## src/rtl/fault_pattern_gen_if.sv

```systemverilog
// Controller/fault-model side signals of fault_pattern_gen.
// slave = generator view, master = controller/fault-model view.
interface fault_pattern_gen_if #(
    parameter int unsigned WIDTH = 8,
    parameter int unsigned CNT_W = 9
);
    logic             start;
    logic             abort;
    logic             fault_detected;
    logic [WIDTH-1:0] test_vector;
    logic             busy;
    logic             done;
    logic [CNT_W-1:0] fail_count;
    logic [WIDTH-1:0] first_fail_vec;
    logic             first_fail_vld;

    modport slave (
        input  start, abort, fault_detected,
        output test_vector, busy, done, fail_count, first_fail_vec, first_fail_vld
    );

    modport master (
        output start, abort, fault_detected,
        input  test_vector, busy, done, fail_count, first_fail_vec, first_fail_vld
    );
endinterface

```

## src/rtl/fault_pattern_gen.sv

```systemverilog
// Applies a sequence of test vectors to a fault model and tallies detected faults.
// Build option FAULT_PATTERN_LFSR_EN: Galois LFSR sequence from SEED instead of an up-counter from 0.
module fault_pattern_gen #(
    parameter int unsigned      WIDTH       = 8,
    parameter int unsigned      NUM_VECTORS = 256,
    parameter int unsigned      RESP_LAT    = 1,
    parameter int unsigned      CNT_W       = 9,
    parameter logic [WIDTH-1:0] SEED        = WIDTH'(8'h01),
    parameter logic [WIDTH-1:0] TAPS        = WIDTH'(8'hB8)
) (
    input  logic             clk,
    input  logic             reset,
    fault_pattern_gen_if.slave bus
);

    localparam int unsigned IDX_W  = (NUM_VECTORS > 1) ? $clog2(NUM_VECTORS) : 1;
    localparam int unsigned HOLD_W = (RESP_LAT > 1) ? $clog2(RESP_LAT) : 1;

`ifdef FAULT_PATTERN_LFSR_EN
    localparam bit LFSR_EN = 1'b1;
`else
    localparam bit LFSR_EN = 1'b0;
`endif

    localparam logic [WIDTH-1:0]  FIRST_VEC = LFSR_EN ? SEED : '0;
    localparam logic [IDX_W-1:0]  LAST_IDX  = IDX_W'(NUM_VECTORS - 1);
    localparam logic [HOLD_W-1:0] LAST_HOLD = HOLD_W'(RESP_LAT - 1);

    typedef enum logic [1:0] {IDLE, HOLD, SAMPLE, DONE} state_t;

    state_t              state_q, state_d;
    logic [HOLD_W-1:0]   hold_q, hold_d;
    logic [IDX_W-1:0]    idx_q, idx_d;
    logic [WIDTH-1:0]    vec_q, vec_d;
    logic                busy_q, busy_d;
    logic                done_q, done_d;
    logic [CNT_W-1:0]    fail_q, fail_d;
    logic [WIDTH-1:0]    ffv_q, ffv_d;
    logic                ffvld_q, ffvld_d;

    // Sequence step: Galois LFSR right-shift, or binary increment wrapping at 2**WIDTH.
    function automatic logic [WIDTH-1:0] next_vec(input logic [WIDTH-1:0] v);
        if (LFSR_EN)
            return (v >> 1) ^ (v[0] ? TAPS : '0);
        else
            return v + WIDTH'(1);
    endfunction

    always_ff @(posedge clk) begin
        if (reset) begin
            state_q <= IDLE;
            hold_q  <= '0;
            idx_q   <= '0;
            vec_q   <= '0;
            busy_q  <= 1'b0;
            done_q  <= 1'b0;
            fail_q  <= '0;
            ffv_q   <= '0;
            ffvld_q <= 1'b0;
        end else begin
            state_q <= state_d;
            hold_q  <= hold_d;
            idx_q   <= idx_d;
            vec_q   <= vec_d;
            busy_q  <= busy_d;
            done_q  <= done_d;
            fail_q  <= fail_d;
            ffv_q   <= ffv_d;
            ffvld_q <= ffvld_d;
        end
    end

    always_comb begin
        state_d = state_q;
        hold_d  = hold_q;
        idx_d   = idx_q;
        vec_d   = vec_q;
        fail_d  = fail_q;
        ffv_d   = ffv_q;
        ffvld_d = ffvld_q;
        busy_d  = 1'b0;
        done_d  = 1'b0;

        case (state_q)
            IDLE: begin
                if (!bus.abort && bus.start) begin
                    fail_d  = '0;
                    ffv_d   = '0;
                    ffvld_d = 1'b0;
                    vec_d   = FIRST_VEC;
                    hold_d  = '0;
                    idx_d   = '0;
                    state_d = HOLD;
                end
            end
            HOLD: begin
                hold_d = hold_q + HOLD_W'(1);
                if (bus.abort)
                    state_d = IDLE;
                else if (hold_q == LAST_HOLD)
                    state_d = SAMPLE;
            end
            SAMPLE: begin
                if (bus.abort) begin
                    state_d = IDLE;
                end else begin
                    if (bus.fault_detected) begin
                        if (fail_q != '1)
                            fail_d = fail_q + CNT_W'(1);
                        if (!ffvld_q) begin
                            ffv_d   = vec_q;
                            ffvld_d = 1'b1;
                        end
                    end
                    if (idx_q == LAST_IDX) begin
                        state_d = DONE;
                    end else begin
                        idx_d   = idx_q + IDX_W'(1);
                        vec_d   = next_vec(vec_q);
                        hold_d  = '0;
                        state_d = HOLD;
                    end
                end
            end
            DONE:    state_d = IDLE;
            default: state_d = IDLE;
        endcase

        // Status flags are registered decodes of the state being entered.
        busy_d = (state_d == HOLD) || (state_d == SAMPLE);
        done_d = (state_d == DONE);
    end

    assign bus.test_vector    = vec_q;
    assign bus.busy           = busy_q;
    assign bus.done           = done_q;
    assign bus.fail_count     = fail_q;
    assign bus.first_fail_vec = ffv_q;
    assign bus.first_fail_vld = ffvld_q;

endmodule
```

## src/flat_wrapper.sv

```systemverilog
// flat-port wrapper written by rule: the top's interface ports become plain ports
module fault_pattern_gen_flat 
#(
    parameter int unsigned      WIDTH       = 8,
    parameter int unsigned      NUM_VECTORS = 256,
    parameter int unsigned      RESP_LAT    = 1,
    parameter int unsigned      CNT_W       = 9,
    parameter logic [WIDTH-1:0] SEED        = WIDTH'(8'h01),
    parameter logic [WIDTH-1:0] TAPS        = WIDTH'(8'hB8)
)
  (clk, reset, bus_start, bus_abort, bus_fault_detected, bus_test_vector, bus_busy, bus_done, bus_fail_count, bus_first_fail_vec, bus_first_fail_vld);
  fault_pattern_gen_if #(.WIDTH(WIDTH), .CNT_W(CNT_W)) bus_i ();
  input  logic clk;
  input  logic reset;
  input wire logic [$bits(bus_i.start)-1:0] bus_start;
  input wire logic [$bits(bus_i.abort)-1:0] bus_abort;
  input wire logic [$bits(bus_i.fault_detected)-1:0] bus_fault_detected;
  output wire logic [$bits(bus_i.test_vector)-1:0] bus_test_vector;
  output wire logic [$bits(bus_i.busy)-1:0] bus_busy;
  output wire logic [$bits(bus_i.done)-1:0] bus_done;
  output wire logic [$bits(bus_i.fail_count)-1:0] bus_fail_count;
  output wire logic [$bits(bus_i.first_fail_vec)-1:0] bus_first_fail_vec;
  output wire logic [$bits(bus_i.first_fail_vld)-1:0] bus_first_fail_vld;
  assign bus_i.start = bus_start;
  assign bus_i.abort = bus_abort;
  assign bus_i.fault_detected = bus_fault_detected;
  assign bus_test_vector = bus_i.test_vector;
  assign bus_busy = bus_i.busy;
  assign bus_done = bus_i.done;
  assign bus_fail_count = bus_i.fail_count;
  assign bus_first_fail_vec = bus_i.first_fail_vec;
  assign bus_first_fail_vld = bus_i.first_fail_vld;
  fault_pattern_gen #(.WIDTH(WIDTH), .NUM_VECTORS(NUM_VECTORS), .RESP_LAT(RESP_LAT), .CNT_W(CNT_W), .SEED(SEED), .TAPS(TAPS)) u_core (.clk(clk), .reset(reset), .bus(bus_i));
endmodule
```

## config.mk

```make
export PLATFORM = sky130hd
export DESIGN_NAME = fault_pattern_gen_flat
export DESIGN_NICKNAME = d
export VERILOG_FILES = /design/src/rtl/fault_pattern_gen_if.sv /design/src/rtl/fault_pattern_gen.sv /design/src/flat_wrapper.sv
export SDC_FILE = /design/constraint.sdc
export NUM_CORES = 1
export LEC_CHECK = 0
export ABC_AREA = 1
export CORE_ASPECT_RATIO = 2
export CORE_MARGIN = 5
export CORE_UTILIZATION = 60
export DETAILED_ROUTE_END_ITERATION = 6
export DONT_BUFFER_PORTS = 1
export PLACE_DENSITY = 0.76
export SYNTH_ARGS = -nofsm -noshare
export SYNTH_HDL_FRONTEND = slang
export SYNTH_SLANG_ARGS = --single-unit
```

## constraint.sdc

```tcl
create_clock -name clk -period 2.3 [get_ports clk]
set_input_delay 0 -clock clk [delete_from_list [all_inputs] [get_ports clk]]
set_output_delay 0 -clock clk [all_outputs]
set_load 0.01 [all_outputs]
```

# After elaboration in Yosys (flattened, before gate mapping)
# Cells that the tools add are included.
# totals
register_bits	39
latchBits	0
ramBits	0
romBits	0
input_bits	5
out_inout_bits	28
word_cells	67
mem_count	0
# classes
add_sub_neg	4
multipliers	0
n_div	0
order_cmp	0
eq_ne	14
shifts	0
mux	29
bitwise	0
reduce_logical	11
# op_table
operator	n
two-way mux 8 bit	8
case mux 8 bit (2 select lines)	3
two-way mux 9 bit	4
case mux 9 bit (2 select lines)	1
adder 8 x 1 -> 8 bit, second input constant	2
AND reduction 4 bit	3
two-way mux 2 bit	5
AND reduction 5 bit	2
adder 9 x 1 -> 9 bit, second input constant	1
inequality test 9 bit, second input constant	1
equality test 2 bit, second input constant	4
equality test 8 bit, second input constant	1
inequality test 2 bit, second input constant	4
case mux 2 bit (4 select lines)	1
two-way mux 1 bit	5
equality test 2 x 1 -> 1 bit, second input constant	2
inequality test 2 x 1 -> 1 bit, second input constant	2
case mux 1 bit (3 select lines)	1
nonzero test 3 bit	1
logical NOT 2 bit	1
case mux 1 bit (2 select lines)	1
nonzero test 2 bit	1
adder 1 bit, second input constant	1
logical AND 1 bit	1
other kinds (2)	2

# Depth between registers and ports, before layout
# depth
ltp_word	6
depth_mapped	15
ltp_nobuf	15

# Least setup slack after synthesis
# OpenSTA, ideal clock, no wires.
# synth_path
kind	reg-to-reg
from	register u_core.fail_q[0] (netlist: u_core.bus.fail_count[0])
to	register u_core.fail_q[1] (netlist: u_core.bus.fail_count[1])
setup_time_ns	0.117
arrival_time_ns	1.724
required_time_ns	2.183
slack_ns	0.459
stages_incl_launch_ff	14
path_buffers	0
synth_period_minus_slack_ns	1.841
path_cell_list	dfxtp_1 > ha_1 > nand2_1 > inv_1 > nand2_1 > nor2_1 > nand2_1 > nor2_1 > ha_1 > inv_1 > a21oi_1 > nor2_4 > o21ai_0 > nor2_1
# synth_between
elab_chain_cells	5
word_cells_on_any_way	8
cone_classes	add/sub (1); eq/ne (2); mux (4); reduce/logical (1)
# synth_rtl
item	line	text
start, declared	fault_pattern_gen.sv:37	logic [CNT_W-1:0] fail_q, fail_d;
start signal, assigned	fault_pattern_gen.sv:67	fail_q <= fail_d;
adder 9 x 1 -> 9 bit	fault_pattern_gen.sv:109	fail_d = fail_q + CNT_W'(1);
two-way mux 9 bit	fault_pattern_gen.sv:108	if (fail_q != '1)
two-way mux 9 bit	fault_pattern_gen.sv:107	if (bus.fault_detected) begin
two-way mux 9 bit	fault_pattern_gen.sv:104	if (bus.abort) begin
case mux 9 bit (2 select lines)	fault_pattern_gen.sv:84	case (state_q)
# Parallel ways exist; a longest one is shown, timed or not. The select of a mux whose other input is x is not followed.
# A chain may end at the register's enable or synchronous reset.

# Worst setup path after layout
# layout_path
from	register u_core.fail_q[3] (netlist: u_core.bus.fail_count[3])
to	register u_core.fail_q[1] (netlist: u_core.bus.fail_count[1])
# layout_between
elab_chain_cells	3
# layout_rtl
item	line
inequality test 9 bit	fault_pattern_gen.sv:108
inequality test 2 x 1 -> 1 bit (no line)	n/a
AND reduction 5 bit (no line)	n/a
# No other way between the ends.

==> flow_summary.toml <==
[worst_hold_path]
hold_start = "bus_abort"
whs_path_depth = 3
whs_endpoint = "u_core.state_q[0]"
hp-class = "primary input to register"

[layout]
layout_commonest_cell = "nand2_1"
fillers = 297
area_growth_syn_to_layout_pct = 8.76
layout_common_cells = "nand2_1 (82), nor2_1 (47), dfxtp_1 (38)"
drive_gt1_frac = 0.0844
multi_input_area_um2 = 1020
ff_latch_area_um2 = 782
final_area_um2 = 2160
finalNetCount = 317
antenna_cells = 0

[outcome]
status = "finished clean"

[place]
post-place-ws_ns = 0.294
finalWeightedCongestion = 0.873
dpl_cell_area_um2 = 2000
portBuffers = 0
hpwl_um = 3230

[global_routing]
antenna_found_initial = 0
grt_pass1_wl_um = 7700
grt-ovfl-total = 0
grt_pass1_vias = 1808
grt_max_degree = 19
grtUsageTotal = 0.210

[die]
die_w_um = 50.7
dieArea_um2 = 4630
rows = 29
die_y_um = 91.4
core-area_um2 = 3190
io_pins = 33
initial_core_util = 0.622

[setup_path]
crit_required_ns = 2.48
crit_path_end_kind = "register"
path_buf_inv = 2
worstSetupPathType = "register to register"
critical_path.top_delay_family = "simple AND/OR/NAND/NOR gates"
critPathLaunch = "u_core.bus.fail_count[3]"
cp_slowest_cell = "dfxtp_1"
ff2ff_setup_slack_ns = 0.33
reg2reg_depth = 12
cp_max_fo = 10
cp.arrival_ns = 2.15
path_cells = "nand2_1, inv_1, nand2_1, nor2_1, nand2_1, nor2_1, ha_1, inv_1, a21oi_1, nor2_4, o21ai_0, nor2_1"
rr_endpoint = "u_core.bus.fail_count[1]"
start_kind = "register"
r2r-start = "u_core.bus.fail_count[3]"
slowest_delay_ns = 0.45
cp.depth = 12

[timing]
slew_headroom = 0.565
rsz0062_at_grt = "false"
tightest_slew_ns = 0.650
setup_viol = 0
fin_crit_sh = 0.855
finalCriticalPeriod_ns = 1.97
hold_viol_final = 0
fin_ws_ns = 0.334
slew_violations = 0
fmax_mhz = 509
setup_tns_ns = 0
fin_skew_ns = 0.00597

[run]
maxCapViolations = 0

[synth]
yosys_register_bits = 39
synth_area_um2 = 1990
yosysUniqueCellTypes = 28
syn_nets = 309
syn_avg_cell_area_um2 = 6.64
yosys_warnings = 0
synth-seq-area-share = 0.393
synth_cells = 299

[power]
p_leak_nw = 0.912
power_w = 0.00145
ir_drop_mv = 0.468
powerDensity_nw_per_um2 = 673

[drt]
wl_per_cell_um = 13.5
drtPass1Iterations = 4
drc_errors = 0
vias = 1866
via_per_inst = 5.50
ant_nets = 0
drt-initial-drc-count = 53
wirelength_um = 4580

[clocking]
root_buffer = "clkbuf_8"
cts_buffers = 5
clk_pin_slew_ns = 0.07
max-clock-path-buffers = 2
cts_max_level = 2
clk_latency_ns = 0.29
cts_sinks = 39
cts_tree = "yes"
cell families after synthesis:
group	count (synthesis)	synth area share
AOI/OAI and AO/OA	49	0.130
xor gates and xnor gates	1	0.00441
DFF	39	0.393
and+or+nand+nor	162	0.348
buffers and inverters	43	0.0926
adders and majority gates	5	0.0315
layout make-up:
type,instances,share of cell area
Multi-Input combinational cell,217,0.473
Tap cell,31,0.0180
Clock buffer,6,0.0382
Clock inverter,2,0.0162
Inverter,38,0.0672
Sequential cell,39,0.362
Timing Repair Buffer,6,0.0255
metal layers:
layer / wire length [um] / GRT usage / up-vias / share of wire
met5: 0 / 0 / - / 0
met4: 187 / 0.136 / 0 / 0.041
met3: 301 / 0.0492 / 21 / 0.066
met2: 2420 / 0.366 / 65 / 0.53
met1: 1670 / 0.210 / 827 / 0.36
li1: - / - / 953 / -
state kept, by name (all words and copies together), names as in the netlist, 2 cells and up:
register / cells
u_core.bus.first_fail_vec: 8
u_core.bus.fail_count: 9
u_core.idx_q: 8
u_core.state_q: 2
u_core.bus.test_vector: 8
worst register-to-register path, cell delays in order, from the launching register on:
cell and delay (ns):
dfxtp_1 0.45, nand2_1 0.18, inv_1 0.10, nand2_1 0.07, nor2_1 0.13, nand2_1 0.08, nor2_1 0.10, ha_1 0.16
inv_1 0.04, a21oi_1 0.23, nor2_4 0.10, o21ai_0 0.16, nor2_1 0.06
stage by stage:
stage,cells,utilization,hold slack [ns]
5_1_grt,339,0.676,0.0701
3_3_place_gp,327,0.627,0.0655
4_1_cts,339,0.676,0.0213
6_report,339,0.676,0.0268
3_5_place_dp,327,0.627,0.0677
2_1_floorplan,299,-,0.168
synth_stat cells, drive strengths merged:
| master | number | area (um2) |
|---|---|---|
| buf | 4 | 35.0 |
| ha | 5 | 62.6 |
| nand3 | 18 | 103 |
| dfxtp | 39 | 781 |
| o21bai | 3 | 22.5 |
| and2 | 1 | 6.26 |
| a21oi | 28 | 144 |
| o21ai | 17 | 85.1 |
| clkbuf | 1 | 3.75 |
| clkinv | 1 | 3.75 |
| nor2 | 50 | 205 |
| nand3b | 1 | 7.51 |
| xor2 | 1 | 8.76 |
| nor3 | 4 | 20.0 |
| inv | 37 | 141 |
| nand2 | 88 | 350 |
| a31oi | 1 | 6.26 |
how the worst max path moves through the flow:
stage / slack (ns) / end
6_report: 0.33 / u_core.bus.fail_count[1]
5_1_grt: 0.04 / u_core.bus.fail_count[1]
4_1_cts: 0.28 / u_core.bus.fail_count[1]
3_5_place_dp: 0.29 / u_core.bus.fail_count[1]
3_3_place_gp: 0.37 / u_core.bus.fail_count[1]
2_1_floorplan: 0.46 / u_core.bus.fail_count[1]
report_power, final:
group,switching [W],internal (W),total [W]
Combinational,0.0000869,0.0000415,0.000128
Clock,0.000245,0.000351,0.000596
Sequential,0.0000290,0.000700,0.000729
Total,0.000361,0.00109,0.00145
timing repair:
item,4_1_cts,5_1_grt
hold endpoints to repair,27,0
resized for setup,0,1
setup endpoints to repair,0,3
setup buffers,0,0
hold buffers,4,0
Note: power is estimated with default switching activity, not from simulation.
